--- src/rtl/if_stage.sv ---
// Instruction-fetch response stage between pre-IF and decode.
// Optional FS_STALL_CNT_EN adds the fs_stall_cnt output.

package if_stage_pkg;

  typedef struct packed {
    logic        tlb_refill;
    logic        inst_ok;
    logic [31:0] inst;
    logic [4:0]  excode;
    logic [31:0] badvaddr;
    logic        ex;
    logic [31:0] pc;
  } pfs_fs_t;

  typedef struct packed {
    logic        tlb_refill;
    logic        ex;
    logic [4:0]  excode;
    logic [31:0] badvaddr;
    logic [31:0] inst;
    logic [31:0] pc;
  } fs_ds_t;

endpackage

module if_stage
  import if_stage_pkg::*;
#(
  parameter int unsigned CANCEL_CNT_W = 2
) (
  input  logic         clk,
  input  logic         reset,
  input  logic         pfs_to_fs_valid,
  input  logic [103:0] pfs_to_fs_bus,
  output logic         fs_allowin,
  output logic         fs_valid,
  output logic         fs_inst_unable,
  input  logic         inst_sram_data_ok,
  input  logic [31:0]  inst_sram_rdata,
  input  logic         pfs_inst_waiting,
  input  logic         ds_allowin,
  output logic         fs_to_ds_valid,
  output logic [102:0] fs_to_ds_bus,
`ifdef FS_STALL_CNT_EN
  output logic [31:0]  fs_stall_cnt,
`endif
  input  logic         do_flush
);

  localparam int unsigned CW = CANCEL_CNT_W;

  pfs_fs_t pfs_bus;
  fs_ds_t  ds_bus;

  logic        fs_ex;
  logic        fs_tlb_refill;
  logic [4:0]  fs_excode;
  logic [31:0] fs_badvaddr;
  logic [31:0] fs_pc;

  logic        inst_buf_valid;
  logic [31:0] inst_buf;

  logic [CW-1:0] cancel_cnt;
  logic [CW-1:0] cancel_nxt;
  logic [CW:0]   cnt_sum;
  logic          cnt_nz;
  logic          cnt_dec;

  logic        fs_owns;
  logic        fs_wait;
  logic        fs_inst_ok;
  logic        fs_ready_go;
  logic        fs_leave;
  logic        fs_load;
  logic        fs_capture;
  logic [31:0] fs_inst;

  assign pfs_bus = pfs_fs_t'(pfs_to_fs_bus);

  assign cnt_nz  = (cancel_cnt != '0);
  assign cnt_dec = inst_sram_data_ok && cnt_nz;

  // A response belongs to fs only when nothing squashed is still in flight
  assign fs_owns = fs_valid && !fs_ex
                && !inst_buf_valid && !cnt_nz;
  assign fs_wait = fs_owns && !inst_sram_data_ok;

  assign fs_inst_unable = !fs_owns && !cnt_nz;

  assign fs_inst_ok  = inst_buf_valid
                    || (fs_owns && inst_sram_data_ok);
  assign fs_ready_go = fs_ex || fs_inst_ok;
  assign fs_leave    = fs_ready_go && ds_allowin;
  assign fs_allowin  = !fs_valid || fs_leave;

  assign fs_to_ds_valid = fs_valid && fs_ready_go && !do_flush;

  assign fs_load = pfs_to_fs_valid && fs_allowin && !do_flush;

  // Hold the response only when ds cannot take it this cycle
  assign fs_capture = fs_owns && inst_sram_data_ok && !fs_leave;

  // Instruction word presented to ds; exception entries carry zero
  always_comb begin
    fs_inst = '0;
    if (fs_ex)
      fs_inst = '0;
    else if (inst_buf_valid)
      fs_inst = inst_buf;
    else
      fs_inst = inst_sram_rdata;
  end

  // Assemble the decode-stage bundle
  always_comb begin
    ds_bus            = '0;
    ds_bus.tlb_refill = fs_tlb_refill;
    ds_bus.ex         = fs_ex;
    ds_bus.excode     = fs_excode;
    ds_bus.badvaddr   = fs_badvaddr;
    ds_bus.inst       = fs_inst;
    ds_bus.pc         = fs_pc;
  end

  assign fs_to_ds_bus = ds_bus;

  // Squash count: flush adds requests left in flight, data_ok drains
  always_comb begin
    cnt_sum = {1'b0, cancel_cnt}
            - {{CW{1'b0}}, cnt_dec}
            + {{CW{1'b0}}, fs_wait}
            + {{CW{1'b0}}, pfs_inst_waiting};
    cancel_nxt = cancel_cnt;
    if (do_flush)
      cancel_nxt = cnt_sum[CW] ? {CW{1'b1}} : cnt_sum[CW-1:0];
    else if (cnt_dec)
      cancel_nxt = cancel_cnt - CW'(1);
  end

  // Entry occupancy; a flush always empties the stage
  always_ff @(posedge clk) begin
    if (reset)
      fs_valid <= 1'b0;
    else if (do_flush)
      fs_valid <= 1'b0;
    else if (fs_allowin)
      fs_valid <= pfs_to_fs_valid;
  end

  // Latch pc and exception fields of an accepted entry
  always_ff @(posedge clk) begin
    if (reset) begin
      fs_ex         <= 1'b0;
      fs_tlb_refill <= 1'b0;
      fs_excode     <= '0;
      fs_badvaddr   <= '0;
      fs_pc         <= '0;
    end else if (fs_load) begin
      fs_ex         <= pfs_bus.ex;
      fs_tlb_refill <= pfs_bus.tlb_refill;
      fs_excode     <= pfs_bus.excode;
      fs_badvaddr   <= pfs_bus.badvaddr;
      fs_pc         <= pfs_bus.pc;
    end
  end

  // Instruction buffer: from pfs on load, or from sram on a ds stall
  always_ff @(posedge clk) begin
    if (reset) begin
      inst_buf_valid <= 1'b0;
      inst_buf       <= '0;
    end else if (do_flush) begin
      inst_buf_valid <= 1'b0;
    end else if (fs_load) begin
      inst_buf_valid <= pfs_bus.inst_ok;
      inst_buf       <= pfs_bus.inst;
    end else if (fs_allowin) begin
      inst_buf_valid <= 1'b0;
    end else if (fs_capture) begin
      inst_buf_valid <= 1'b1;
      inst_buf       <= inst_sram_rdata;
    end
  end

  // Squashed-response counter register
  always_ff @(posedge clk) begin
    if (reset)
      cancel_cnt <= '0;
    else
      cancel_cnt <= cancel_nxt;
  end

  // More squashed requests than the counter can hold is a protocol bug
  cancel_cnt_no_overflow: assert property (
    @(posedge clk) disable iff (reset)
    !(do_flush && cnt_sum[CW])
  );

`ifdef FS_STALL_CNT_EN
  // Cycles spent holding an entry that cannot yet go to ds
  always_ff @(posedge clk) begin
    if (reset)
      fs_stall_cnt <= '0;
    else if (fs_valid && !fs_ready_go)
      fs_stall_cnt <= fs_stall_cnt + 32'd1;
  end
`endif

endmodule

--- config.mk ---
export PLATFORM = sky130hd
export DESIGN_NAME = if_stage
export DESIGN_NICKNAME = d
export VERILOG_FILES = /design/src/rtl/if_stage.sv
export SDC_FILE = /design/constraint.sdc
export NUM_CORES = 1
export LEC_CHECK = 0
export CAP_MARGIN = 20
export CORE_MARGIN = 2
export CORE_UTILIZATION = 36
export CTS_BUF_LIST = sky130_fd_sc_hd__clkbuf_8
export CTS_CLUSTER_SIZE = 12
export DETAILED_ROUTE_END_ITERATION = 8
export GPL_ROUTABILITY_DRIVEN = 0
export PLACE_DENSITY = 0.86
export SLEW_MARGIN = 0
export SYNTH_ARGS = -nofsm -noshare
export SYNTH_HDL_FRONTEND = slang
export SYNTH_SLANG_ARGS = --single-unit
--- constraint.sdc ---
create_clock -name clk -period 2.35 [get_ports clk]
set_input_delay 0.705 -clock clk [delete_from_list [all_inputs] [get_ports clk]]
set_output_delay 0.705 -clock clk [all_outputs]
set_load 0.1 [all_outputs]
==> results.md <==
* Status: finished, final reports clean
* Switching portion of total power at 0.406
* Vias in the first global route at 5045
* Chip Height at 118 um
* Initial antenna violation count at 0
* Synth top area share at 0.461
* Port Buffer Count at 249
* Worst Hold Class: reg -> reg
* Most common cell after layout, fill and taps aside: nand2_1
* Total grt overflow at 0
* H-tree Lvls at 3
* Power Total at 5.65 mW
* Post-Synthesis Mean Instance Area at 7.69 um^2
* Fin cells at 1021
* Inst Count DP at 998
* CTS Buffer Depth at 2
* Most area-consuming cells after synthesis: dfxtp_1, nand2_1, a21oi_1, mux2i_1, a211oi_1
* Synth unique cells at 31
* CP startpoint kind: primary input
* TritonCTS Buffers at 9
* I/O Pins at 250
* Int Pwr at 3.36 mW
* CTS tree: yes
* Post-synthesis sequential area ratio at 0.461
* Slew Limit Headroom at 0.661
* Crit path kind: in -> out
* Syn-to-layout area delta at 78.0%
* Remaining DRCs at 0
* WL final at 15700 um
* Crit Path Max Fanout at 2
* Worst-margin pin slew at 0.509 ns
* Synthesized cell area at 4640 um^2
* Period utilization at 0.993
* ANT cells at 0
* Hold path cells at 2
* Post-DR vias/cell at 4.95
* Die W at 118 um
* Global-route wire length before repair at 25000 um
* Syn Nets at 751
* Fillers at 1014
* Min cycle time layout at 2.33 ns
* Clk sinks at 107
* RSZ-0062 raised after global routing: yes
* Core Region at 12600 um^2
* WL/cell at 15.4 um
* Combinational power share at 0.429
* Synth Warn # at 0
* Gr usage total at 0.220
* Setup Total Neg Slack at 0 ns
* Dpl hpwl at 10900 um
* Clock latency at the later pin of the worst-skew pair at 0.37 ns
* Sw Pwr at 2.30 mW
* Clock share of power at 0.212
* Lkg Pwr at 3.25 nW
* Synth area leader: dfxtp_1
* Root buffer cell: clkbuf_8
* Critical Path AT at 1.63 ns
* PD cells at 684 nW/um^2
* Mapped Cells at 604
* Synth Register Bits at 107
* Final Hold Vio Count at 0
* Setup violators final at 0
* Async SR Flop Fraction at 0
* Critical Path End Type: primary output
* Share of layout cells above drive strength 1 at 0.254
* Peak supply drop at 0.415 mV
* Placement row count at 41
* Most frequent cells in the layout: nand2_1, clkdlybuf4s50_1, a21oi_1
* Initial Utilization at 0.368
* Final #Nets at 991
* Largest net degree at the start of global routing at 59
* WHS at 0.460 ns
* Initial DRT Pass Iterations at 5
* R2R cell count at 11
* Ys flop type: dfxtp_1
* Via count at 5059
* EDFF count, synth at 0
* Full die area at 13800 um^2
* Post-route ant nets at 0
* Max-cap violations at 0
* CTS Hold Buffers Added at 0
* Final Skew at 0.0137 ns
* Reg power frac at 0.358
* Peak Freq at 428 MHz
* Required time worst endpoint at 1.64 ns
* Max-slew violations at 0
* CTS clk-pin slew, worst paths at 0.11 ns
* DRT iter0 DRCs at 334
## per-stage QoR
stage | utilization | area [um^2] | setup WS (ns)
after CTS | 0.649 | 8190 | 0.00270
after global routing | 0.655 | 8270 | -0.0261
final | 0.655 | 8270 | 0.0159
after floorplan | - | 4890 | -0.231
after detailed placement | 0.626 | 7900 | -0.528
after global placement | 0.626 | 7900 | -0.455
## registers in the layout (all words and copies together) (netlist names)
signal / flops
fs_excode: 5
fs_pc: 32
inst_buf_valid: 1
cancel_cnt: 2
fs_badvaddr: 32
fs_tlb_refill: 1
fs_ex: 1
fs_valid: 1
inst_buf: 32
## area by class of cell
cell class,count,area (um^2),area share
Timing Repair Buffer,281,3110,0.376
Multi-Input combinational cell,439,2560,0.310
Sequential cell,107,2150,0.260
Tap cell,172,215,0.0260
Clock buffer,9,124,0.0150
Clock inverter,7,81.3,0.00984
Inverter,6,22.5,0.00272
## worst max-delay path, stage by stage
cell and delay, ns:
clkdlybuf4s50_1 0.44, mux2i_1 0.26, nor2_4 0.06, buf_12 0.17
## timing repair
| action | CTS | global route |
|---|---|---|
| cloned | 1 | 1 |
| gates resized for setup | 15 | 11 |
| buffers inserted | 5 | 2 |
| pin swaps | 4 | 5 |
| hold endpoints to repair | 0 | 0 |
| setup endpoints to repair | 7 | 19 |
## power groups by stage
stage                     sequential (mW)  clock, mW  combinational, mW
after global placement               2.05          0               2.30
after detailed placement             2.06          0               2.33
after global routing                 2.04       1.30               2.54
after floorplan                      2.56          0              0.987
after CTS                            2.02       1.24               2.40
final                                2.03       1.20               2.43
## cell usage after synthesis (3+ instances only)
cell / n
buf_2: 16
mux2i_1: 32
dfxtp_1: 107
nor2_1: 66
nand2_1: 178
a21oi_1: 106
clkbuf_1: 29
inv_1: 6
buf_6: 3
a211oi_1: 33
## routing by layer
metal,part of all wire,up-vias,global-route usage
met1,0.42,2346,0.265
li1,-,2490,-
met3,0.066,24,0.0504
met5,0,-,0
met4,0.021,0,0.0798
met2,0.50,199,0.384
## cell families after synthesis
| group | after synthesis | share of synthesized area |
|---|---|---|
| compound gates | 146 | 0.179 |
| buf+inv | 58 | 0.0576 |
| xor+xnor | 2 | 0.00377 |
| flops | 107 | 0.461 |
| fa+ha+maj | 4 | 0.0140 |
| mux | 32 | 0.0690 |
| simple gates | 255 | 0.215 |
## worst paths after layout
path / from / to / slack (ns)
worst max-delay path: inst_sram_rdata[9] / fs_to_ds_bus[41] / 0.02
worst min-delay path: fs_pc[16] / fs_pc[16] / 0.46
worst max register to register: cancel_cnt[0] / cancel_cnt[0] / 0.08
worst min register to register: fs_pc[16] / fs_pc[16] / 0.46
(Power assumes the default switching activity.)
